[config.mk]
export PLATFORM = sky130hd
export DESIGN_NAME = uart_mmio
export DESIGN_NICKNAME = d
export VERILOG_FILES = /design/src/rtl/uart_pkg.sv /design/src/rtl/uart_fifo.sv /design/src/rtl/uart_mmio.sv
export SDC_FILE = /design/constraint.sdc
export NUM_CORES = 1
export LEC_CHECK = 0
export CORE_ASPECT_RATIO = 0.9
export CORE_UTILIZATION = 23
export DETAILED_ROUTE_END_ITERATION = 12
export DONT_BUFFER_PORTS = 1
export SLEW_MARGIN = 25
export SYNTH_ARGS = -nofsm -noshare
export SYNTH_HDL_FRONTEND = slang
export SYNTH_SLANG_ARGS = --single-unit
[constraint.sdc]
create_clock -name clk -period 3.3 [get_ports clk]
set_input_delay 0.33 -clock clk [delete_from_list [all_inputs] [get_ports clk]]
set_output_delay 0.33 -clock clk [all_outputs]
set_load 0.02 [all_outputs]
[src/rtl/uart_pkg.sv]
// Shared constants for the UART MMIO peripheral: register offsets, STATUS bit
// positions, FSM state encoding and the divider floor.
package uart_pkg;

   localparam logic [1:0] REG_TXDATA = 2'd0;
   localparam logic [1:0] REG_STATUS = 2'd1;
   localparam logic [1:0] REG_RXDATA = 2'd2;
   localparam logic [1:0] REG_DIV    = 2'd3;

   localparam int STAT_TX_BUSY  = 0;
   localparam int STAT_TX_FULL  = 1;
   localparam int STAT_RX_VALID = 2;
   localparam int STAT_TX_OVF   = 3;
   localparam int STAT_RX_OVR   = 4;
   localparam int STAT_RX_FERR  = 5;

   localparam logic [15:0] DIV_MIN = 16'd2;

   typedef enum logic [1:0] {
      S_IDLE  = 2'd0,
      S_START = 2'd1,
      S_DATA  = 2'd2,
      S_STOP  = 2'd3
   } uart_state_t;

   function automatic logic [15:0] clamp_div(input logic [15:0] v);
      return (v < DIV_MIN) ? DIV_MIN : v;
   endfunction

endpackage

[src/rtl/uart_fifo.sv]
// Byte-wide synchronous FIFO; a push into a full FIFO is accepted when a pop
// happens in the same cycle.
module uart_fifo #(
   parameter int DEPTH = 4
) (
   input  logic                     clk,
   input  logic                     rst,
   input  logic                     i_push,
   input  logic                     i_pop,
   input  logic [7:0]               i_data,
   output logic [7:0]               o_data,
   output logic                     o_full,
   output logic                     o_empty,
   output logic [$clog2(DEPTH):0]   o_count
);

   localparam int AW = $clog2(DEPTH);
   localparam logic [AW:0] LP_DEPTH = (AW+1)'(DEPTH);

   logic [7:0]    r_mem [DEPTH];
   logic [AW-1:0] r_wr_ptr;
   logic [AW-1:0] r_rd_ptr;
   logic [AW:0]   r_count;
   logic          w_do_push;
   logic          w_do_pop;

   assign o_full    = (r_count == LP_DEPTH);
   assign o_empty   = (r_count == '0);
   assign o_count   = r_count;
   assign o_data    = r_mem[r_rd_ptr];
   assign w_do_pop  = i_pop & ~o_empty;
   assign w_do_push = i_push & (~o_full | w_do_pop);

   always_ff @(posedge clk or posedge rst) begin
      if (rst) begin
         r_wr_ptr <= '0;
         r_rd_ptr <= '0;
         r_count  <= '0;
      end else begin
         if (w_do_push) r_wr_ptr <= r_wr_ptr + 1'b1;
         if (w_do_pop)  r_rd_ptr <= r_rd_ptr + 1'b1;
         if (w_do_push && !w_do_pop)      r_count <= r_count + 1'b1;
         else if (w_do_pop && !w_do_push) r_count <= r_count - 1'b1;
      end
   end

   always_ff @(posedge clk) begin
      if (w_do_push) r_mem[r_wr_ptr] <= i_data;
   end

endmodule

[src/rtl/uart_mmio.sv]
// Memory-mapped 8N1 UART: register file, TX FIFO + TX FSM, and an optional
// receiver built only when UART_RX_EN is defined.
//
// state   | meaning
// IDLE    | line high, waiting for work (TX: FIFO non-empty, RX: falling edge)
// START   | start bit (RX: wait half a bit, then confirm low)
// DATA    | 8 data bits, LSB first, one bit per DIV cycles
// STOP    | stop bit
module uart_mmio
   import uart_pkg::*;
#(
   parameter int DIV_DEFAULT = 434,
   parameter int FIFO_DEPTH  = 4
) (
   input  logic        clk,
   input  logic        rst,
   input  logic [31:0] uart_addr,
   input  logic [31:0] uart_write_data,
   input  logic        uart_wen,
   output logic [31:0] uart_read_data,
   output logic        uart_txd,
   input  logic        uart_rxd
);

   localparam logic [15:0] LP_DIV_RST = 16'(DIV_DEFAULT);

   logic [15:0]             r_div;
   logic                    r_tx_ovf;
   logic                    w_wr_tx, w_wr_stat, w_wr_rx, w_wr_div;
   logic [7:0]              w_fifo_data;
   logic                    w_fifo_full, w_fifo_empty;
   logic [$clog2(FIFO_DEPTH):0] w_fifo_count;
   uart_state_t             r_tx_state, w_tx_next;
   logic [15:0]             r_tx_cnt, r_tx_div;
   logic [2:0]              r_tx_bit;
   logic [7:0]              r_tx_shift;
   logic                    w_tx_pop, w_tx_zero;
   logic                    w_rx_valid, w_rx_ovr, w_rx_ferr;
   logic [7:0]              w_rx_byte;
   logic [5:0]              w_status;
   logic                    w_unused;

   assign w_wr_tx   = uart_wen && (uart_addr[3:2] == REG_TXDATA);
   assign w_wr_stat = uart_wen && (uart_addr[3:2] == REG_STATUS);
   assign w_wr_rx   = uart_wen && (uart_addr[3:2] == REG_RXDATA);
   assign w_wr_div  = uart_wen && (uart_addr[3:2] == REG_DIV);
   assign w_tx_zero = (r_tx_cnt == 16'd0);
   assign w_unused  = ^{uart_rxd, w_wr_rx, uart_write_data[31:16], uart_addr[31:4],
                        uart_addr[1:0], w_fifo_count};

   uart_fifo #(.DEPTH(FIFO_DEPTH)) u_fifo (
      .clk     (clk),
      .rst     (rst),
      .i_push  (w_wr_tx),
      .i_pop   (w_tx_pop),
      .i_data  (uart_write_data[7:0]),
      .o_data  (w_fifo_data),
      .o_full  (w_fifo_full),
      .o_empty (w_fifo_empty),
      .o_count (w_fifo_count)
   );

   always_ff @(posedge clk or posedge rst) begin
      if (rst) begin
         r_div    <= LP_DIV_RST;
         r_tx_ovf <= 1'b0;
      end else begin
         if (w_wr_div) r_div <= clamp_div(uart_write_data[15:0]);
         if (w_wr_stat && uart_write_data[STAT_TX_OVF]) r_tx_ovf <= 1'b0;
         if (w_wr_tx && w_fifo_full && !w_tx_pop)       r_tx_ovf <= 1'b1;
      end
   end

   always_ff @(posedge clk or posedge rst) begin
      if (rst) r_tx_state <= S_IDLE;
      else     r_tx_state <= w_tx_next;
   end

   always_comb begin
      w_tx_next = r_tx_state;
      case (r_tx_state)
         S_IDLE:  if (!w_fifo_empty) w_tx_next = S_START;
         S_START: if (w_tx_zero) w_tx_next = S_DATA;
         S_DATA:  if (w_tx_zero && r_tx_bit == 3'd7) w_tx_next = S_STOP;
         S_STOP:  if (w_tx_zero) w_tx_next = w_fifo_empty ? S_IDLE : S_START;
         default: w_tx_next = S_IDLE;
      endcase
   end

   // txd is decoded from state so an async reset drives the line high at once
   always_comb begin
      uart_txd = 1'b1;
      w_tx_pop = 1'b0;
      case (r_tx_state)
         S_IDLE:  w_tx_pop = !w_fifo_empty;
         S_START: uart_txd = 1'b0;
         S_DATA:  uart_txd = r_tx_shift[0];
         S_STOP:  w_tx_pop = w_tx_zero && !w_fifo_empty;
         default: uart_txd = 1'b1;
      endcase
   end

   always_ff @(posedge clk or posedge rst) begin
      if (rst) begin
         r_tx_cnt   <= 16'd0;
         r_tx_div   <= LP_DIV_RST;
         r_tx_bit   <= 3'd0;
         r_tx_shift <= 8'd0;
      end else if (w_tx_pop) begin
         r_tx_shift <= w_fifo_data;
         r_tx_cnt   <= r_div - 16'd1;
         r_tx_div   <= r_div;
      end else begin
         case (r_tx_state)
            S_START: if (w_tx_zero) begin
                        r_tx_cnt <= r_tx_div - 16'd1;
                        r_tx_bit <= 3'd0;
                     end else r_tx_cnt <= r_tx_cnt - 16'd1;
            S_DATA:  if (w_tx_zero) begin
                        r_tx_shift <= {1'b0, r_tx_shift[7:1]};
                        r_tx_bit   <= r_tx_bit + 3'd1;
                        r_tx_cnt   <= r_tx_div - 16'd1;
                     end else r_tx_cnt <= r_tx_cnt - 16'd1;
            S_STOP:  if (!w_tx_zero) r_tx_cnt <= r_tx_cnt - 16'd1;
            default: ;
         endcase
      end
   end

`ifdef UART_RX_EN
   logic          r_rx_s1, r_rx_s2, r_rx_s3;
   uart_state_t   r_rx_state, w_rx_next;
   logic [15:0]   r_rx_cnt, r_rx_div;
   logic [2:0]    r_rx_bit;
   logic [7:0]    r_rx_shift, r_rx_byte;
   logic          r_rx_valid, r_rx_ovr, r_rx_ferr;
   logic          w_rx_fall, w_rx_zero, w_rx_done;

   assign w_rx_fall  = r_rx_s3 & ~r_rx_s2;
   assign w_rx_zero  = (r_rx_cnt == 16'd0);
   assign w_rx_done  = (r_rx_state == S_STOP) && w_rx_zero;
   assign w_rx_valid = r_rx_valid;
   assign w_rx_ovr   = r_rx_ovr;
   assign w_rx_ferr  = r_rx_ferr;
   assign w_rx_byte  = r_rx_byte;

   always_ff @(posedge clk or posedge rst) begin
      if (rst) r_rx_state <= S_IDLE;
      else     r_rx_state <= w_rx_next;
   end

   always_comb begin
      w_rx_next = r_rx_state;
      case (r_rx_state)
         S_IDLE:  if (w_rx_fall) w_rx_next = S_START;
         S_START: if (w_rx_zero) w_rx_next = r_rx_s2 ? S_IDLE : S_DATA;
         S_DATA:  if (w_rx_zero && r_rx_bit == 3'd7) w_rx_next = S_STOP;
         S_STOP:  if (w_rx_zero) w_rx_next = S_IDLE;
         default: w_rx_next = S_IDLE;
      endcase
   end

   always_ff @(posedge clk or posedge rst) begin
      if (rst) begin
         r_rx_s1    <= 1'b1;
         r_rx_s2    <= 1'b1;
         r_rx_s3    <= 1'b1;
         r_rx_cnt   <= 16'd0;
         r_rx_div   <= LP_DIV_RST;
         r_rx_bit   <= 3'd0;
         r_rx_shift <= 8'd0;
      end else begin
         r_rx_s1 <= uart_rxd;
         r_rx_s2 <= r_rx_s1;
         r_rx_s3 <= r_rx_s2;
         case (r_rx_state)
            S_IDLE:  if (w_rx_fall) begin
                        r_rx_cnt <= (r_div >> 1) - 16'd1;
                        r_rx_div <= r_div;
                     end
            S_START: if (w_rx_zero) begin
                        r_rx_cnt <= r_rx_div - 16'd1;
                        r_rx_bit <= 3'd0;
                     end else r_rx_cnt <= r_rx_cnt - 16'd1;
            S_DATA:  if (w_rx_zero) begin
                        r_rx_shift <= {r_rx_s2, r_rx_shift[7:1]};
                        r_rx_bit   <= r_rx_bit + 3'd1;
                        r_rx_cnt   <= r_rx_div - 16'd1;
                     end else r_rx_cnt <= r_rx_cnt - 16'd1;
            S_STOP:  if (!w_rx_zero) r_rx_cnt <= r_rx_cnt - 16'd1;
            default: ;
         endcase
      end
   end

   // Completion is ordered after the bus clears so a new byte always wins.
   always_ff @(posedge clk or posedge rst) begin
      if (rst) begin
         r_rx_byte  <= 8'd0;
         r_rx_valid <= 1'b0;
         r_rx_ovr   <= 1'b0;
         r_rx_ferr  <= 1'b0;
      end else begin
         if (w_wr_rx) r_rx_valid <= 1'b0;
         if (w_wr_stat && uart_write_data[STAT_RX_OVR])  r_rx_ovr  <= 1'b0;
         if (w_wr_stat && uart_write_data[STAT_RX_FERR]) r_rx_ferr <= 1'b0;
         if (w_rx_done && r_rx_s2) begin
            r_rx_byte  <= r_rx_shift;
            r_rx_valid <= 1'b1;
            if (r_rx_valid) r_rx_ovr <= 1'b1;
         end
         if (w_rx_done && !r_rx_s2) r_rx_ferr <= 1'b1;
      end
   end
`else
   assign w_rx_valid = 1'b0;
   assign w_rx_ovr   = 1'b0;
   assign w_rx_ferr  = 1'b0;
   assign w_rx_byte  = 8'd0;
`endif

   always_comb begin
      w_status                = '0;
      w_status[STAT_TX_BUSY]  = (r_tx_state != S_IDLE) || !w_fifo_empty;
      w_status[STAT_TX_FULL]  = w_fifo_full;
      w_status[STAT_RX_VALID] = w_rx_valid;
      w_status[STAT_TX_OVF]   = r_tx_ovf;
      w_status[STAT_RX_OVR]   = w_rx_ovr;
      w_status[STAT_RX_FERR]  = w_rx_ferr;
      uart_read_data          = 32'd0;
      case (uart_addr[3:2])
         REG_STATUS: uart_read_data = {26'd0, w_status};
         REG_RXDATA: uart_read_data = {24'd0, w_rx_byte};
         REG_DIV:    uart_read_data = {16'd0, r_div};
         default:    uart_read_data = 32'd0;
      endcase
   end

endmodule

==> qor.txt, run 1 <==
drt pass-1 iters = 5
Buffers & Inverters on Critical Path = 2
Slew Viols, Final = 0
VDD IR max = 385 uV
Rows = 54
Clk Tree Root Cell = clkbuf_16
final core utilization = 0.259
htree depth = 3
cell area after synthesis = 5720 um^2
worst path arrival time = 3350 ps
Setup CP Type = register to register
routed length per placed instance = 15.1 um
Die Ht = 152 um
grt met3 use = 0.0156
Least-Margin Pin Slew = 934 ps
antenna viol nets, final = 0
Crit path required time = 3590 ps
cell count after placement = 792
core region area = 24,300 um^2
DR vias = 3,741
reg-to-reg startpoint = r_tx_cnt[0]$_DFFE_PP0P_
final wirelength = 12,200 um
Post-Synth Adder-Cell Area = 0.0385
CTS tree = built
Comb pwr share = 0.385
Port Buffers = 0
R2R depth = 12
Seq/Total Area, Yosys = 0.472
cell family with most CP delay = simple AND/OR/NAND/NOR gates
largest net degree at the start of global routing = 70
CP max-delay cell = dfrtp_1
Fillers = 2,540
met1 usage = 0.137
Worst path max stage delay = 420 ps
post-route insts no fill = 808
Yosys reg bits = 101
DRT iter0 DRCs = 226
largest family of logic cells by synthesized area = simple AND/OR/NAND/NOR gates
Reg2Reg Capture Point = u_fifo.o_count[2]$_DFFE_PP0P_
Leakage = 2.40 nW
DRC violations left = 0
Cells after Synth = 500
post-CTS sizing = 0
hold endpoint = r_tx_ovf$_DFFE_PP0P_
hold depth = 1
Layout area overhead = 10.2%
Avg Inst Size Synth = 11.4 um^2
CTS Hold Bufs = 0
Hold Crit Class = primary input to register
status = complete, no violations
CP Capture Type = register
hold_ws = 51.6 ps
Reg power frac = 0.411
MaxCap Viol Count = 0
Worst-path clk slew = 80 ps
fin crit period = 3060 ps
Most used DFF post-synth = dfrtp_1
clock power share = 0.203
Final HPWL DP = 8720 um
grt total ovfl = 0
worst-path fanout max = 7
Internal Power = 3.23 mW
I/O Pins = 101
Post-synth ARST share = 0.683
worst hold start = uart_addr[2]
Synth Area in Simple Gates = 0.170
gpl congestion = 0.772
CTS Buf Count = 9
worst-path cell chain = inv_1, ha_1, nor4b_2, a41oi_2, o21bai_2, and4bb_1, ha_1, inv_1, fa_1, xor2_1, nor2_1, xor2_1
GR peak layer = met2
Switching Power = 2.17 mW
routing usage on met2 = 0.161
Ys Warns = 0
setup TNS = 0 ps
count of final hold-check violations = 0
Design Area, Final = 6310 um^2
RSZ-0062 raised after global routing = no
Cell Pwr Density = 856 nW/um^2
setup bufs post-CTS = 0
FF-to-FF setup slack = 240 ps
worst rel slew slack = 0.377
full die area = 25,500 um^2
n_diodes = 0
GRT Total Usage = 0.101
Final setup viols = 0
Synth Area in XOR/XNOR = 0.0612
placed cell area = 6000 um^2
Starting Density = 0.235
clk_lat worst skew = 360 ps
share of cells above drive strength 1 = 0.188
Sw Ratio = 0.402
fmax = 326 MHz
post-route clock period utilization = 0.929
clock buffer depth = 2
vias in the first global route = 3,733
initial antenna violation count = 0
Die X = 168 um
first-pass GRT wire length = 20,200 um
Synth Area in Compound Gates = 0.0934
crit start category = register
multiplexer area fraction after synthesis = 0.113
EDFF count, synth = 32
Worst Clk Skew = 10.7 ps
vias per cell = 4.63
Nets = 580
clk sinks = 101
library cells used by synthesis = 71
-- placed cells by master, fill, tap and decap left out, types with 4 or more instances in the layout --
cell,netlist,layout
nor4_1,5,5
ha_1,16,16
a211oi_1,7,7
dfstp_2,10,10
dfrtp_1,59,59
a21oi_1,10,10
and3_1,13,13
o31ai_1,4,4
xnor2_1,25,25
or4_1,4,4
xor2_1,15,15
buf_4,19,8
conb_1,1,16
clkbuf_16,0,9
nand3_1,10,10
nand4_1,8,8
nand3b_1,6,6
and2_1,6,6
nand2_1,33,33
edfxtp_1,32,32
o21ai_0,15,15
mux2_2,30,30
nor3_1,8,8
nand4b_1,4,4
a221o_1,5,5
nor2_1,34,33
mux2i_1,12,12
inv_1,17,16
mux4_2,8,8
nor4_4,4,4
nor2b_1,5,5
a22o_1,6,6
-- sequential cells by signal, indices dropped and copies added, names as in the netlist --
register / count
r_tx_state: 2
r_tx_bit: 3
u_fifo.r_rd_ptr: 2
u_fifo.o_count: 3
r_tx_div: 16
u_fifo.r_wr_ptr: 2
r_tx_shift: 8
r_tx_ovf: 1
r_div: 16
r_tx_cnt: 16
u_fifo.r_mem: 32
-- cells in the mapped netlist (3+ instances only) --
cell,instances,area share
a221o_1,5,0.0087
nand3b_1,6,0.0079
xor2_1,15,0.023
buf_4,19,0.025
dfrtp_1,59,0.26
clkbuf_1,11,0.0072
ha_1,16,0.035
and2_1,6,0.0066
nand4b_1,4,0.0061
mux2i_1,12,0.021
edfxtp_1,32,0.17
o21ai_0,15,0.013
and3_1,13,0.014
nor3b_1,3,0.0039
nand4_1,8,0.0087
o211ai_1,3,0.0039
mux4_2,8,0.031
a211oi_1,7,0.0092
xnor2_1,25,0.038
dfstp_2,10,0.046
a21oi_1,10,0.0087
nor2b_1,5,0.0055
nor4_4,4,0.015
nand2_1,33,0.022
buf_2,7,0.0061
o31ai_1,4,0.0052
or4_1,4,0.0052
nor2_1,34,0.022
nor3_1,8,0.0070
mux2_2,30,0.059
a22o_1,6,0.0092
inv_1,17,0.011
nand3_1,10,0.0087
nor4_1,5,0.0055
-- worst max path at each step --
| stage | start | slack (ps) | depth (start not counted) | end |
|---|---|---|---|---|
| CTS | r_tx_cnt[0]$_DFFE_PP0P_ | 220 | 12 | u_fifo.o_count[2]$_DFFE_PP0P_ |
| global placement | r_tx_cnt[0]$_DFFE_PP0P_ | 260 | 12 | u_fifo.o_count[2]$_DFFE_PP0P_ |
| detailed placement | r_tx_cnt[0]$_DFFE_PP0P_ | 220 | 12 | u_fifo.o_count[2]$_DFFE_PP0P_ |
| finish | r_tx_cnt[0]$_DFFE_PP0P_ | 240 | 12 | u_fifo.o_count[2]$_DFFE_PP0P_ |
| global route | r_tx_cnt[0]$_DFFE_PP0P_ | 8 | 12 | u_fifo.o_count[2]$_DFFE_PP0P_ |
| floorplan | r_tx_state[0]$_DFFE_PP0P_ | 480 | 12 | u_fifo.o_count[1]$_DFFE_PP0P_ |
-- cells by family (layout without fill, tap and decap cells) --
logic type / count (synthesis) / after routing
other cells: 1 / 16
xor+xnor: 40 / 40
mux: 51 / 51
fa+ha+maj: 17 / 17
buf+inv: 56 / 41
flops: 101 / 101
simple gates: 161 / 161
compound gates: 73 / 73
-- final cells by class --
class | count | area, um^2 | share of cell area
multi-input cells | 358 | 2790 | 0.443
flip-flops and latches | 101 | 2700 | 0.428
well taps | 308 | 385 | 0.0611
clock buffers | 9 | 225 | 0.0357
clock inverters | 7 | 81.3 | 0.0129
inverters | 17 | 63.8 | 0.0101
repair buffers | 8 | 60.1 | 0.00952
-- routing by layer --
layer / up-vias / part of all wire
met5: - / 0
li1: 1793 / -
met2: 90 / 0.45
met3: 13 / 0.045
met4: 0 / 0.016
met1: 1845 / 0.48
-- stage by stage --
stage               power [mW]  setup WS (ps)
floorplan                 3.84            482
global placement          4.30            264
detailed placement        4.32            223
CTS                       5.43            218
global route              5.79           7.84
finish                    5.40            235
-- power by group through the flow --
stage | clock network (mW) | logic, mW | registers (mW)
after floorplan | 0 | 1.79 | 2.05
after global placement | 0 | 2.06 | 2.24
final | 1.10 | 2.08 | 2.22
after CTS | 1.12 | 2.09 | 2.23
after global routing | 1.16 | 2.33 | 2.30
after detailed placement | 0 | 2.07 | 2.25
(Power assumes the default switching activity.)
==> inputs of run 2 (changes only) <==
==> constraint.sdc (replaced) <==
create_clock -name clk -period 3.66 [get_ports clk]
set_input_delay 0.366 -clock clk [delete_from_list [all_inputs] [get_ports clk]]
set_output_delay 0.366 -clock clk [all_outputs]
set_load 0.02 [all_outputs]
==> run 2 against run 1 <==
Against the previous run:
- power decreased by 9.9%
- combinational power down 9.6%
- clock power down 11%
- die area unchanged
- cell count rose by 0.12%
- clock-buffer cell count stayed put
- largest cell class unchanged
- largest power group unchanged
==> qor.txt, run 2 (synthesis results as in run 1) <==
status = complete, no violations (unchanged)
core region area = 24,300 um^2 (unchanged)
Clk Tree Root Cell = clkbuf_16 (unchanged)
Most flops, register = u_fifo.r_mem (unchanged)
post-route clock period utilization = 0.866 (was 0.929)
I/O Pins = 101 (unchanged)
clk sinks = 101 (unchanged)
Setup CP Type = register to register (unchanged)
worst path arrival time = 3450 ps (was 3350 ps)
DR vias = 3,727 (was 3,741)
Final HPWL DP = 8940 um (was 8720 um)
final wirelength = 12,200 um (about the same)
FF-to-FF setup slack = 490 ps (was 240 ps)
Design Power = 4.86 mW (was 5.40 mW)
Cell Pwr Density = 770 nW/um^2 (was 856 nW/um^2)
grt total ovfl = 0 (unchanged)
hold depth = 0 (was 1)
Crit path required time = 3940 ps (was 3590 ps)
count of final hold-check violations = 0 (unchanged)
DRT iter0 DRCs = 197 (was 226)
CTS Hold Bufs = 1 (was 0)
cell count after placement = 792 (unchanged)
Hold Crit Class = primary input to register (unchanged)
setup TNS = 0 ps (unchanged)
Final setup viols = 0 (unchanged)
full die area = 25,500 um^2 (unchanged)
Die Ht = 152 um (unchanged)
routed length per placed instance = 15.1 um (about the same)
routing usage on met2 = 0.160 (was 0.161)
Slew Viols, Final = 0 (unchanged)
Nets = 581 (was 580)
post-CTS sizing = 0 (unchanged)
met1 usage = 0.138 (was 0.137)
initial antenna violation count = 0 (unchanged)
Worst-path clk slew = 80 ps (about the same)
CTS Buf Count = 9 (unchanged)
Least-Margin Pin Slew = 799 ps (was 934 ps)
gpl congestion = 0.787 (was 0.772)
setup bufs post-CTS = 0 (unchanged)
worst hold start = uart_write_data[6] (was uart_addr[2])
Reg2Reg Capture Point = u_fifo.o_count[2]$_DFFE_PP0P_ (unchanged)
drt pass-1 iters = 4 (was 5)
n_diodes = 0 (unchanged)
MaxCap Viol Count = 0 (unchanged)
fmax = 315 MHz (was 326 MHz)
Die X = 168 um (unchanged)
grt met3 use = 0.0208 (was 0.0156)
vias per cell = 4.61 (was 4.63)
htree depth = 3 (unchanged)
hold endpoint = u_fifo.r_mem[3][6]$_DFFE_PP_ (was r_tx_ovf$_DFFE_PP0P_)
CP Capture Type = register (unchanged)
DRC violations left = 0 (unchanged)
post-route insts no fill = 809 (was 808)
vias in the first global route = 3,635 (was 3,733)
clock buffer depth = 2 (unchanged)
Leakage = 2.40 nW (about the same)
most frequent cells in the layout = dfrtp_1 (59), nor2_1 (33), nand2_1 (33) (unchanged)
worst-path fanout max = 7 (unchanged)
reg-to-reg startpoint = r_tx_cnt[0]$_DFFE_PP0P_ (unchanged)
VDD IR max = 330 uV (was 385 uV)
max reg flops = 32 (unchanged)
Rows = 54 (unchanged)
share of cells above drive strength 1 = 0.188 (about the same)
Layout area overhead = 10.4% (was 10.2%)
first-pass GRT wire length = 20,100 um (was 20,200 um)
Port Buffers = 0 (unchanged)
antenna viol nets, final = 0 (unchanged)
clk_lat worst skew = 360 ps (about the same)
CTS tree = built (unchanged)
Starting Density = 0.235 (unchanged)
R2R depth = 12 (unchanged)
crit start category = register (unchanged)
worst rel slew slack = 0.466 (was 0.377)
commonest non-fill, non-tap cell in the layout = dfrtp_1 (unchanged)
GRT Total Usage = 0.101 (about the same)
Worst Clk Skew = 9.88 ps (was 10.7 ps)
fin crit period = 3170 ps (was 3060 ps)
RSZ-0062 raised after global routing = no (unchanged)
largest net degree at the start of global routing = 38 (was 70)
hold_ws = 97.3 ps (was 51.6 ps)
GR peak layer = met2 (unchanged)
==> run 2: cell count changes in the layout (fill, tap and decap cells not counted), sizes merged <==
cell / before / now
dlygate4sd3: 0 / 1
==> run 2: worst max-delay path by stage <==
stage                                          from                             to  slack (ps)  cells past startpoint
after detailed placement    r_tx_cnt[0]$_DFFE_PP0P_  u_fifo.o_count[2]$_DFFE_PP0P_         540                     12
final                       r_tx_cnt[0]$_DFFE_PP0P_  u_fifo.o_count[2]$_DFFE_PP0P_         490                     12
after floorplan           r_tx_state[0]$_DFFE_PP0P_  u_fifo.o_count[1]$_DFFE_PP0P_         840                     12
after global routing        r_tx_cnt[0]$_DFFE_PP0P_  u_fifo.o_count[2]$_DFFE_PP0P_         260                     12
after global placement      r_tx_cnt[0]$_DFFE_PP0P_  u_fifo.o_count[2]$_DFFE_PP0P_         530                     12
after CTS                   r_tx_cnt[0]$_DFFE_PP0P_  u_fifo.o_count[2]$_DFFE_PP0P_         500                     12
==> run 2: layout make-up <==
class,count,area [um^2]
clock buffers,9,225
clock inverters,7,81.3
fillers,2565,18000
inverters,17,63.8
multi-input cells,358,2790
flip-flops and latches,101,2700
well taps,308,385
repair buffers,9,70.1
==> run 2: critical path: stages (launching register included) <==
cell	delay, ps
dfrtp_1	440
inv_1	140
ha_1	150
nor4b_2	380
a41oi_2	210
o21bai_2	230
and4bb_1	450
ha_1	250
inv_1	60
fa_1	370
xor2_1	150
nor2_1	120
xor2_1	150
==> run 2: where the power goes <==
group	internal [mW]	switching, mW	total [mW]
sequential	1.53	0.470	2.00
clock	0.493	0.488	0.981
combinational	0.880	0.999	1.88
total	2.90	1.96	4.86
==> run 2: stage by stage <==
| step | worst slack, ps | instance area (um^2) | util |
|---|---|---|---|
| final | 490 | 6320 | 0.260 |
| after global routing | 261 | 6320 | 0.260 |
| after global placement | 534 | 6000 | 0.247 |
| after CTS | 499 | 6320 | 0.260 |
| after detailed placement | 536 | 6000 | 0.247 |
| after floorplan | 842 | 5780 | - |
==> run 2: per-layer routing <==
layer / part of all wire / vias to the layer above
met5: 0 / -
met4: 0.011 / 0
met3: 0.053 / 9
met2: 0.46 / 87
met1: 0.48 / 1829
li1: - / 1802
